`config.mk`:
```
export PLATFORM = sky130hd
export DESIGN_NAME = shift_pipe
export DESIGN_NICKNAME = d
export VERILOG_FILES = /design/src/rtl/shift_pipe_pkg.sv /design/src/rtl/shift_level.sv /design/src/rtl/shift_pipe.sv
export SDC_FILE = /design/constraint.sdc
export NUM_CORES = 1
export LEC_CHECK = 0
export ABC_AREA = 1
export CAP_MARGIN = 15
export CORE_UTILIZATION = 40
export CTS_CLUSTER_DIAMETER = 30
export DETAILED_ROUTE_END_ITERATION = 6
export GPL_TIMING_DRIVEN = 1
export PLACE_DENSITY = 0.64
export SYNTH_ARGS = -nofsm -noshare
export SYNTH_HDL_FRONTEND = slang
export SYNTH_HIERARCHICAL = 1
export SYNTH_SLANG_ARGS = --single-unit
```
`constraint.sdc`:
```
create_clock -name clk -period 1.6 [get_ports clk]
set_input_delay 0.24 -clock clk [delete_from_list [all_inputs] [get_ports clk]]
set_output_delay 0.24 -clock clk [all_outputs]
set_load 0.05 [all_outputs]
```
`src/rtl/shift_pipe_pkg.sv`:
```
// Shared shift-mode encodings and per-stage control payload for the pipelined shifter.
// The mode type is also used by the instruction decoder.
package shift_pipe_pkg;

    localparam int unsigned MODE_W = 2;

    typedef enum logic [MODE_W-1:0] {
        SHIFT_SLL = 2'b00,
        SHIFT_SRL = 2'b01,
        SHIFT_SRA = 2'b10,
        SHIFT_ROL = 2'b11
    } shift_mode_t;

    // Control that travels with the data between register stages
    typedef struct packed {
        shift_mode_t mode;
        logic        sign;
    } shift_ctl_t;

endpackage

```
`src/rtl/shift_level.sv`:
```
// One binary-weighted mux level of the barrel shifter: shifts by 2^LEVEL when en is set.
// Purely combinational; the fill bit is only consulted for arithmetic right shifts.
module shift_level
    import shift_pipe_pkg::*;
#(
    parameter int unsigned WIDTH = 32,
    parameter int unsigned LEVEL = 0
) (
    input  logic [WIDTH-1:0] d,
    input  shift_mode_t      mode,
    input  logic             fill,
    input  logic             en,
    output logic [WIDTH-1:0] q_c
);

    localparam int unsigned AMT = 32'(1) << LEVEL;

    always_comb begin
        q_c = d;
        if (en) begin
            case (mode)
                SHIFT_SLL: q_c = {d[WIDTH-AMT-1:0], {AMT{1'b0}}};
                SHIFT_SRL: q_c = {{AMT{1'b0}}, d[WIDTH-1:AMT]};
                SHIFT_SRA: q_c = {{AMT{fill}}, d[WIDTH-1:AMT]};
                SHIFT_ROL: q_c = {d[WIDTH-AMT-1:0], d[WIDTH-1:WIDTH-AMT]};
                default:   q_c = d;
            endcase
        end
    end

endmodule

```
`src/rtl/shift_pipe.sv`:
```
// Pipelined barrel shifter (SLL/SRL/SRA/ROL) with valid/ready on both sides and a sideband tag.
// Mux levels are spread evenly over STAGES register stages; empty stages collapse under stall.
module shift_pipe
    import shift_pipe_pkg::*;
#(
    parameter int unsigned WIDTH  = 32,
    parameter int unsigned STAGES = 2,
    parameter int unsigned TAG_W  = 5
) (
    input  logic                     clk,
    input  logic                     rst_n,
    input  logic                     in_valid,
    output logic                     in_ready,
    input  logic [WIDTH-1:0]         x,
    input  logic [$clog2(WIDTH)-1:0] shamt,
    input  logic [1:0]               mode,
    input  logic [TAG_W-1:0]         in_tag,
    output logic                     out_valid,
    input  logic                     out_ready,
    output logic [WIDTH-1:0]         z,
    output logic [TAG_W-1:0]         out_tag
);

    localparam int unsigned LEVELS = $clog2(WIDTH);
    localparam int unsigned LPS    = (LEVELS + STAGES - 1) / STAGES;

    logic [STAGES-1:0] vld_q;
    logic [STAGES-1:0] load_c;
    logic [STAGES-1:0] vin_c;
    logic [WIDTH-1:0]  data_q [STAGES];
    logic [WIDTH-1:0]  din_c  [STAGES];
    logic [WIDTH-1:0]  dout_c [STAGES];
    logic [TAG_W-1:0]  tag_q  [STAGES];
    logic [TAG_W-1:0]  tin_c  [STAGES];

    // A stage loads unless it and every stage after it are full and the consumer stalls
    always_comb begin
        load_c = '0;
        for (int unsigned k = 0; k < STAGES; k++) begin
            load_c[k] = out_ready;
            for (int unsigned j = k; j < STAGES; j++) begin
                if (!vld_q[j]) begin
                    load_c[k] = 1'b1;
                end
            end
        end
    end

    // Stage inputs: the ports feed stage 0, each register feeds the next stage
    always_comb begin
        vin_c    = STAGES'({vld_q, in_valid});
        din_c[0] = x;
        tin_c[0] = in_tag;
        for (int unsigned k = 1; k < STAGES; k++) begin
            din_c[k] = data_q[k-1];
            tin_c[k] = tag_q[k-1];
        end
    end

    for (genvar k = 0; k < STAGES; k++) begin : g_stage
        localparam int unsigned LO = k * LPS;
        localparam int unsigned HI = ((k + 1) * LPS < LEVELS) ? (k + 1) * LPS : LEVELS;
        localparam int unsigned NL = (HI > LO) ? HI - LO : 0;

        if (NL == 0) begin : g_pass
            assign dout_c[k] = din_c[k];
        end else begin : g_lv
            shift_mode_t             m_in;
            logic                    s_in;
            logic [LEVELS-LO-1:0]    a_in;
            logic [WIDTH-1:0]        chain [NL+1];

            if (k == 0) begin : g_src
                assign m_in = shift_mode_t'(mode);
                assign s_in = x[WIDTH-1];
                assign a_in = shamt;
            end else begin : g_src
                assign m_in = g_stage[k-1].g_lv.g_ctl.ctl_q.mode;
                assign s_in = g_stage[k-1].g_lv.g_ctl.ctl_q.sign;
                assign a_in = g_stage[k-1].g_lv.g_ctl.amt_q;
            end

            assign chain[0] = din_c[k];
            for (genvar j = 0; j < NL; j++) begin : g_level
                shift_level #(
                    .WIDTH(WIDTH),
                    .LEVEL(LO + j)
                ) u_level (
                    .d   (chain[j]),
                    .mode(m_in),
                    .fill(s_in),
                    .en  (a_in[j]),
                    .q_c (chain[j+1])
                );
            end
            assign dout_c[k] = chain[NL];

            // Only stages with levels still ahead carry mode, sign and the unused shamt bits
            if (k < STAGES - 1 && HI < LEVELS) begin : g_ctl
                shift_ctl_t            ctl_q;
                logic [LEVELS-HI-1:0]  amt_q;

                always_ff @(posedge clk or negedge rst_n) begin
                    if (!rst_n) begin
                        ctl_q <= '0;
                        amt_q <= '0;
                    end else if (load_c[k] && vin_c[k]) begin
                        ctl_q.mode <= m_in;
                        ctl_q.sign <= s_in;
                        amt_q      <= a_in[LEVELS-LO-1:NL];
                    end
                end
            end
        end
    end

    // Stage registers; data and tag only move with a valid operation
    always_ff @(posedge clk or negedge rst_n) begin
        if (!rst_n) begin
            vld_q <= '0;
            for (int unsigned k = 0; k < STAGES; k++) begin
                data_q[k] <= '0;
                tag_q[k]  <= '0;
            end
        end else begin
            for (int unsigned k = 0; k < STAGES; k++) begin
                if (load_c[k]) begin
                    vld_q[k] <= vin_c[k];
                    if (vin_c[k]) begin
                        data_q[k] <= dout_c[k];
                        tag_q[k]  <= tin_c[k];
                    end
                end
            end
        end
    end

    assign in_ready  = load_c[0];
    assign out_valid = vld_q[STAGES-1];
    assign z         = data_q[STAGES-1];
    assign out_tag   = tag_q[STAGES-1];

endmodule

```
==> results of run 1 <==
==> cell type report <==
cell class              instances  area, um^2
inverters                     147         568
repair buffers                273        2750
fillers                      1825        8320
clock buffers                  10         239
multi-input cells            1023        5400
clock inverters                 5        80.1
flip-flops and latches         81        2030
well taps                     265         332
==> logic make-up (layout without fill, tap and decap cells) <==
kind of cell    count (synthesis)  after routing  share of synthesized area [%]
flops                          81             81                           24.9
simple gates                  976            978                           52.9
buf+inv                       283            435                           19.1
compound gates                 45             45                           3.13
==> per-stage QoR <==
step / setup WS, ns / hold slack, ns / TNS, ns / std cells / cell area (um^2)
after floorplan: 0.0144 / -0.0556 / 0 / 1385 / 8140
after global placement: -0.797 / 0.302 / -24.14 / 1756 / 9650
after detailed placement: -0.805 / 0.305 / -25.40 / 1756 / 9650
after CTS: -0.0906 / 0.351 / -1.09 / 1779 / 10200
after global routing: -0.192 / 0.373 / -4.69 / 1804 / 11400
final: -0.0967 / 0.345 / -1.67 / 1804 / 11400
==> critical path, cell delays in order (launching register included) <==
cell and delay, ns:
dfrtp_2 0.45, buf_6 0.16, nand2_8 0.14, clkbuf_16 0.19, nand3_2 0.10, a21oi_4 0.18
buf_4 0.13, nand2_1 0.04, nand2_1 0.08, nand3_1 0.08, nand2_1 0.07
==> metal layers <==
layer,track usage [%],vias to the layer above,wire (um)
met2,40.1,365,12900
met5,0,-,0
met1,32.9,4338,11800
met4,6.54,0,563
li1,-,4593,-
met3,2.57,45,1640
==> cell usage in the layout, fill, tap and decap left out, types with 31 or more instances in the layout <==
cell	instances
nor2_1	31
dfrtp_1	79
nand2_1	480
inv_1	103
nand3_1	267
buf_4	172
nand3_2	74
inv_2	39
nand2_2	90
==> sequential cells by signal (all words and copies together), names as in the netlist <==
name and flops:
data_q 32, g_stage.g_lv.g_ctl.amt_q 2, g_stage.g_lv.m_in 2, g_stage.g_lv.s_in 1, out_tag 5, tag_q 5, vld_q 2, z 32
==> power breakdown <==
| group | switching (mW) | total (mW) | internal [mW] |
|---|---|---|---|
| registers | 0.472 | 3.07 | 2.60 |
| clock network | 0.834 | 2.23 | 1.40 |
| logic | 4.46 | 7.22 | 2.77 |
==> what timing repair did <==
item	in CTS	in global routing
hold endpoints to repair	81	0
setup buffers	5	14
resized for setup	82	254
cloned	2	12
pin swaps	8	130
hold buffers	1	0
setup endpoints to repair	65	64
==> final timing paths <==
path	startpoint	end	cells past startpoint
min	mode[1]	g_stage[1].g_lv.m_in[1]	4
max reg2reg	g_stage[1].g_lv.m_in[0]	z[31]	10
min reg2reg	z[13]	z[13]	2
max	g_stage[1].g_lv.m_in[0]	z[31]	10
max in group asynchronous	rst_n	g_stage[1].g_lv.m_in[1]	3
min in group asynchronous	rst_n	tag_q[9]	3
==> results.sh, run 1 <==
export IMPL_yosys_register_bits=81
export IMPL_yosysUniqueCellTypes=24
export IMPL_hp_class="input pin to flip-flop"
export IMPL_drive_above_1_share_pct=33.8
export IMPL_vias=9341
export IMPL_yosysSeqAreaShare_pct=24.9
export IMPL_clockRootBuffer="clkbuf_16"
export IMPL_crit_path_max_fanout=7
export IMPL_firstDrtPassIters=5
export IMPL_finalWirelength_um=26900
export IMPL_start_kind="flip-flop"
export IMPL_finish_utilization_pct=57.8
export IMPL_io_pins=87
export IMPL_clock_fmax_mhz=589
export IMPL_cap_violations=0
export IMPL_clock_path_buffers=2
export IMPL_fp_dieArea_um2=20900
export IMPL_tightest_slew_ns=0.434
export IMPL_grt_max_degree=82
export IMPL_clock_skew_ns=0.00772
export IMPL_syn_to_final_growth_pct=40.0
export IMPL_drv_slew=0
export IMPL_wl_per_cell_um=14.9
export IMPL_power_density_nw_per_um2=1100
export IMPL_ys_warn_count=6
export IMPL_finalCritPeriodShare_pct=106
export IMPL_worstSkewPairLatency_ns=0.35
export IMPL_violations="setup timing"
export IMPL_cts_sinks=81
export IMPL_yosysMostFrequentCell="nand2_1"
export IMPL_synth_top_flop_cell="dfrtp_1"
export IMPL_syn_avg_cell_area_um2=5.88
export IMPL_avgViaCountPerCell=5.18
export IMPL_setup_worst_path_end_class="flip-flop"
export IMPL_antenna_found_initial=0
export IMPL_path_clk_slew_ns=0.06
export IMPL_initial_utilization_pct=41.3
export IMPL_min_period_ns=1.70
export IMPL_die_h_um=145
export IMPL_rsz0062_at_grt="true"
export IMPL_irDropWorstVdd_mv=0.702
export IMPL_netlist_instances=1385
export IMPL_grt_pass1_vias=8108
export IMPL_drc=0
export IMPL_die_w_um=145
export IMPL_maxSlewHeadroom_pct=71.1
export IMPL_synth_area_um2=8140
export IMPL_nets=1583
export IMPL_setup_violations_final=31
export IMPL_crit_arrival_ns=1.98
export IMPL_port_buffers=86
export IMPL_power_leakage_nw=6.32
export IMPL_core_um2=19700
export IMPL_rows=51
export IMPL_cts_made_buffers=9
export IMPL_synthTopCellsByCount="566 x nand2_1, 328 x nand3_1, 143 x inv_1"
export IMPL_drt_iter0_markers=951
export IMPL_async_reset_ff_share_pct=100
export IMPL_cts_tree="built"
export IMPL_hpwlAfterDp_um=17900
export IMPL_r2r_slack_ns=-0.1
export IMPL_synth_nets=1433
export IMPL_grt_pass1_wl_um=40100
export IMPL_synth_area_top_cells="nand2_1 26%, dfrtp_1 25%, nand3_1 20%"
export IMPL_cts_htree_levels=3
export IMPL_final_hold_violation_count=0
export IMPL_status="finished, violations left"
export IMPL_grt_overflow_total=0
export IMPL_synth_edf_count=0
export IMPL_n_antenna_cell=0
export IMPL_critical_path_class="flip-flop to flip-flop"
export IMPL_ant_nets=0
export IMPL_crit_required_ns=1.89
export IMPL_synth_top_cell_by_area="nand2_1"
export IMPL_fin_ws_ns=-0.0967
export IMPL_gp_congestion=0.887
export IMPL_grt_use_total_pct=24.1
export IMPL_synth_top_area_share_pct=26.1
export IMPL_total_power_mw=12.5
No activity file was read; power rests on OpenSTA's default activity.
==> run 2: changes to the inputs <==
--- a/config.mk
+++ b/config.mk
@@ -7,6 +7,7 @@
 export LEC_CHECK = 0
 export ABC_AREA = 1
 export CAP_MARGIN = 15
+export CORE_ASPECT_RATIO = 1.1
 export CORE_UTILIZATION = 40
 export CTS_CLUSTER_DIAMETER = 30
 export DETAILED_ROUTE_END_ITERATION = 6
==> run 2 against run 1 <==
The run still ends with setup timing left. Clock power up 7%. Final cell count down 1.6%. Clock-buffer cell count up 1. Wire length down 7.4%. Largest power group unchanged. Utilization down 0.99 points. Non-clock buffer count down 17. Die area about the same. Combinational power down 4.3%. Sequential power about the same. Clock skew about the same. Sequential share of layout area up 0.18 points. Total power down 1.5%.
==> results.sh, run 2 (same netlist as run 1, synthesis figures left out) <==
export IMPL_rsz0062_at_grt="true"
export IMPL_grt_use_total_pct=22.8
export IMPL_tightest_slew_ns=0.430
export IMPL_die_h_um=152
export IMPL_final_common_cell="nand2_1"
export IMPL_clock_skew_ns=0.00754
export IMPL_final_hold_violation_count=0
export IMPL_die_w_um=138
export IMPL_drc=0
export IMPL_status="finished, violations left"
export IMPL_drive_above_1_share_pct=32.4
export IMPL_finalWirelength_um=24900
export IMPL_setup_worst_path_end_class="flip-flop"
export IMPL_clock_fmax_mhz=593
export IMPL_firstDrtPassIters=5
export IMPL_critPathLaunch="g_stage[1].g_lv.m_in[0]"
export IMPL_hpwlAfterDp_um=17800
export IMPL_hp_class="input pin to flip-flop"
export IMPL_nets=1566
export IMPL_finalCritPeriodShare_pct=105
export IMPL_vias=9079
export IMPL_ant_nets=0
export IMPL_drt_iter0_markers=590
export IMPL_rows=54
export IMPL_cts_htree_levels=3
export IMPL_cts_made_buffers=9
export IMPL_crit_arrival_ns=1.96
export IMPL_fin_tns_setup_ns=-0.658
export IMPL_fill_cells=1927
export IMPL_reg2reg_depth=9
export IMPL_holdWs_ns=0.337
export IMPL_clockRootBuffer="clkbuf_16"
export IMPL_crit_required_ns=1.88
export IMPL_drv_slew=0
export IMPL_cts_sinks=81
export IMPL_total_power_mw=12.3
export IMPL_setup_violations_final=19
export IMPL_grt_max_degree=43
export IMPL_io_pins=87
export IMPL_critical_path_class="flip-flop to flip-flop"
export IMPL_maxSlewHeadroom_pct=71.3
export IMPL_antenna_found_initial=0
export IMPL_min_period_ns=1.69
export IMPL_initial_utilization_pct=41.0
export IMPL_start_kind="flip-flop"
export IMPL_crit_path_max_fanout=8
export IMPL_clock_path_buffers=2
export IMPL_fin_ws_ns=-0.0858
export IMPL_cap_violations=0
export IMPL_grt_pass1_wl_um=39600
export IMPL_grt_overflow_total=0
export IMPL_path_clk_slew_ns=0.06
export IMPL_syn_to_final_growth_pct=38.6
export IMPL_fp_dieArea_um2=20900
export IMPL_irDropWorstVdd_mv=1.27
export IMPL_avgViaCountPerCell=5.11
export IMPL_finish_utilization_pct=56.8
export IMPL_power_leakage_nw=6.23
export IMPL_worstSkewPairLatency_ns=0.34
export IMPL_wl_per_cell_um=14.1
export IMPL_port_buffers=86
export IMPL_pre_cts_ws_ns=-0.804
export IMPL_worstHoldStart="mode[0]"
export IMPL_gp_congestion=0.860
export IMPL_power_density_nw_per_um2=1090
export IMPL_core_um2=19900
export IMPL_hold_depth=4
export IMPL_grt_pass1_vias=8066
export IMPL_cts_tree="built"
export IMPL_violations="setup timing"
export IMPL_rr_startpoint="g_stage[1].g_lv.m_in[0]"
export IMPL_n_antenna_cell=0
export IMPL_mostFrequentLayoutCells="481 x nand2_1, 270 x nand3_1, 149 x buf_4"
[run 2: cell types whose count changed in the layout (fill, tap and decap cells not counted), sizes merged]
cell | before | now
bufinv | 2 | 3
inv | 146 | 147
buf | 220 | 204
dlygate4sd2 | 2 | 6
dlymetal6s2s | 21 | 13
clkinvlp | 3 | 1
clkdlybuf4s50 | 20 | 24
[run 2: worst paths after layout]
path	slack, ns	to
max	-0.09	z[9]
min	0.34	g_stage[1].g_lv.m_in[0]
max reg2reg	-0.09	z[9]
min reg2reg	0.47	z[18]
max in group asynchronous	0.67	z[6]
min in group asynchronous	0.37	z[31]
[run 2: report_power, final]
group / internal, mW / total, mW / switching (mW) / leakage (nW)
logic: 2.65 / 6.91 / 4.26 / 5.05
registers: 2.60 / 3.04 / 0.443 / 1.01
clock network: 1.56 / 2.39 / 0.821 / 0.166
total: 6.82 / 12.3 / 5.52 / 6.23
[run 2: layer usage]
metal	GRT usage, %	vias to the layer above	part of all wire [%]
met5	0	-	0
met1	28.1	4199	42
met2	40.7	255	51
li1	-	4572	-
met3	2.36	53	3.4
met4	9.34	0	3.7
[run 2: per-stage QoR]
stage / area (um^2) / std cells
3_3_place_gp: 9720 / 1735
5_1_grt: 11300 / 1775
6_report: 11300 / 1775
2_1_floorplan: 8140 / 1385
4_1_cts: 10300 / 1757
3_5_place_dp: 9720 / 1735
[run 2: what timing repair did]
item                                    in CTS  in global routing
endpoints found under the hold margin       29                  0
setup buffers                                3                  7
endpoints found under the setup margin      63                 64
gates resized for setup                     80                229
cloned                                       2                 11
pin swaps                                   13                126
hold buffers                                 1                  0
[run 2: layout make-up]
cell class,instances,area (um^2),area share (%)
multi-input combinational,1023,5280,46.8
timing repair buffer,256,2740,24.2
sequential,81,2030,18.0
inverter,147,574,5.09
tap,252,315,2.79
clock buffer,11,243,2.15
clock inverter,5,103,0.909
[run 2: worst max-delay path, cell delays in order (launching register included)]
cell and delay, ns:
dfrtp_2 0.48, inv_4 0.11, nand3_1 0.07, nand2_1 0.06
inv_1 0.19, a21oi_1 0.26, nand2_1 0.10, o21ai_2 0.16
nand3_1 0.09, nand2_1 0.09
==> variant, RTL diff (flow settings as in run 2) <==
Make the reset (`rst_n`) synchronous in 2 clocked blocks.
--- a/src/rtl/shift_pipe.sv
+++ b/src/rtl/shift_pipe.sv
@@ -102,3 +102,3 @@
 
-                always_ff @(posedge clk or negedge rst_n) begin
+                always_ff @(posedge clk) begin
                     if (!rst_n) begin
@@ -117,3 +117,3 @@
     // Stage registers; data and tag only move with a valid operation
-    always_ff @(posedge clk or negedge rst_n) begin
+    always_ff @(posedge clk) begin
         if (!rst_n) begin
Check against the original RTL: differs if rst_n is asserted again (counterexample within 4 cycles, from zero or initial values and one cycle with rst_n low); with rst_n held inactive, the same outputs for 4 cycles.
==> variant against run 2 <==
- the flow still finishes with violations (setup timing)
- routed wire length shrank 3.3%
- setup slack better by 0.012 ns
- combinational power fell by 44%
- maximum frequency grew 0.73%
- final cell count shrank 1.5%
- total power down 28%
- area after synthesis grew 4.6%
- worst hold slack improved by 0.11 ns
- sequential power down 12%
- sequential cell count did not move
- final area is 5.5% higher
- largest cell class unchanged
==> variant: results (changes against run 2) <==
Parameter                              Value

Critical path
  Capturing element of the worst setup path ... data_q[0][55]
  Cell family with the largest share of critical-path delay ... simple AND/OR/NAND/NOR gates
  Start of the worst register-to-register path ... g_stage[1].g_lv.m_in[1]
  Top fanout value on the critical path ... 4 (-4)
  Worst R2R Path Depth ... 12 (+3)
  Max stage delay on crit path ... 0.36 ns (-0.12 ns)
  WP data arrival ... 1.78 ns (-0.18 ns)
  Standard cell with the maximum stage delay on the critical path ... dfxtp_4

Placement
  Setup slack after placement ... -0.974 ns (-0.170 ns)
  Half-perimeter wire length of the detailed placement result ... 16500 um (-7.4%)
  Placer's final routability congestion estimate ... 0.932 (+8.3%)
  Standard cell area after detailed placement ... 9970 um2 (+2.6%)
  Placed cells ... 1702 (-1.9%)

Cells and area
  Fraction of layout instances using a drive strength above 1 ... 42.3% (+9.9 points)
  Fillers ... 1907 (-1.0%)
  Final-stage net count ... 1506 (-3.8%)

Run status
  Violations in the final reports ... setup timing
  Status ... finished, violations left

Logic synthesis
  Main area contributors after synthesis ... edfxtp_1 (26%), nand2_1 (18%), nand3_1 (15%)
  Count of unique library cells instantiated by Yosys ... 25 (+4.2%)
  Synth async-reset ratio ... 0% (-100 points)
  Net Count, Synth ... 1368 (-4.5%)
  Most used flip-flop cell after synthesis ... edfxtp_1
  Leading cell types by count after synthesis ... nand2_1 (413), nand3_1 (254), inv_1 (224), edfxtp_1 (74), a21oi_2 (68)
  Gate count after technology mapping ... 1320 (-4.7%)
  Post-synth EDFFs ... 74 (+74)

GRT
  GR Util met1 ... 24.6% (-3.5 points)
  GR Util All Layers ... 21.0% (-1.8 points)
  First-pass GRT wire length ... 37300 um (-5.9%)
  Met3 track demand over resource in global routing ... 2.03% (-0.33 points)
  Vias in the first global route ... 7753 (-3.9%)
  Pin count of the biggest net entering global routing ... 38 (-12%)

STA
  Total negative slack ... -0.289 ns (+0.369 ns)
  Smallest hold slack ... 0.446 ns (+0.109 ns)
  Worst path setup slack after routing ... -0.0737 ns (+0.0122 ns)
  Max-slew headroom at the worst pin ... 75.7% (+4.3 points)
  Maximum clock skew at final layout ... 0.0143 ns (+0.00673 ns)
  Finish-stage setup viols ... 11 (-8)

CTS
  Post-CTS Setup Bufs ... 8 (+5)
  Gates resized, CTS repair ... 112 (+40%)
  Total CTS buffers ... 9 (unchanged)

Route
  Detail-routed net length per standard cell ... 13.8 um (-1.8%)
  WL met2 ... 12700 um (-0.67%)
  Met3 Routed Length ... 843 um (+0.84%)
  Met1 WL ... 9690 um (-7.0%)
  Total wire length after detailed routing ... 24100 um (-3.3%)

Pwr
  Leakage ... 5.96 nW (-4.4%)
  Maximum VDD drop ... 0.526 mV (-59%)

Worst hold path
  Endpoint of the worst hold-timing path ... g_stage[1].g_lv.m_in[1]
  Hold_sp ... mode[1]
  Hold Path Class ... in2reg
[variant: changes by cell type in the layout (fill, tap and decap cells not counted), sizes merged, moves of 72 or more]
cell | run 2 | this run
inv | 147 | 232
dfrtp | 81 | 0
nand3 | 346 | 274
a21oi | 29 | 110
edfxtp | 0 | 74
nand2 | 588 | 435
[variant: layout make-up]
type                    count  area [um2]  share of cell area (%)
multi-input cells         885        5290                    44.4
repair buffers            253        2670                    22.4
flip-flops and latches     81        2370                    19.9
inverters                 228         886                    7.44
well taps                 285         357                    3.00
clock buffers               9         225                    1.89
clock inverters             7         106                   0.894
[variant: cell families after synthesis]
logic type	Yosys count	share of synthesized area [%]
flops	81	27.7
compound gates	126	10.4
buf+inv	358	22.0
simple gates	755	39.8
[variant: power breakdown]
part / switching [mW] / internal, mW
clock network: 0.893 / 1.40
registers: 0.137 / 2.54
logic: 2.30 / 1.57
total: 3.33 / 5.51
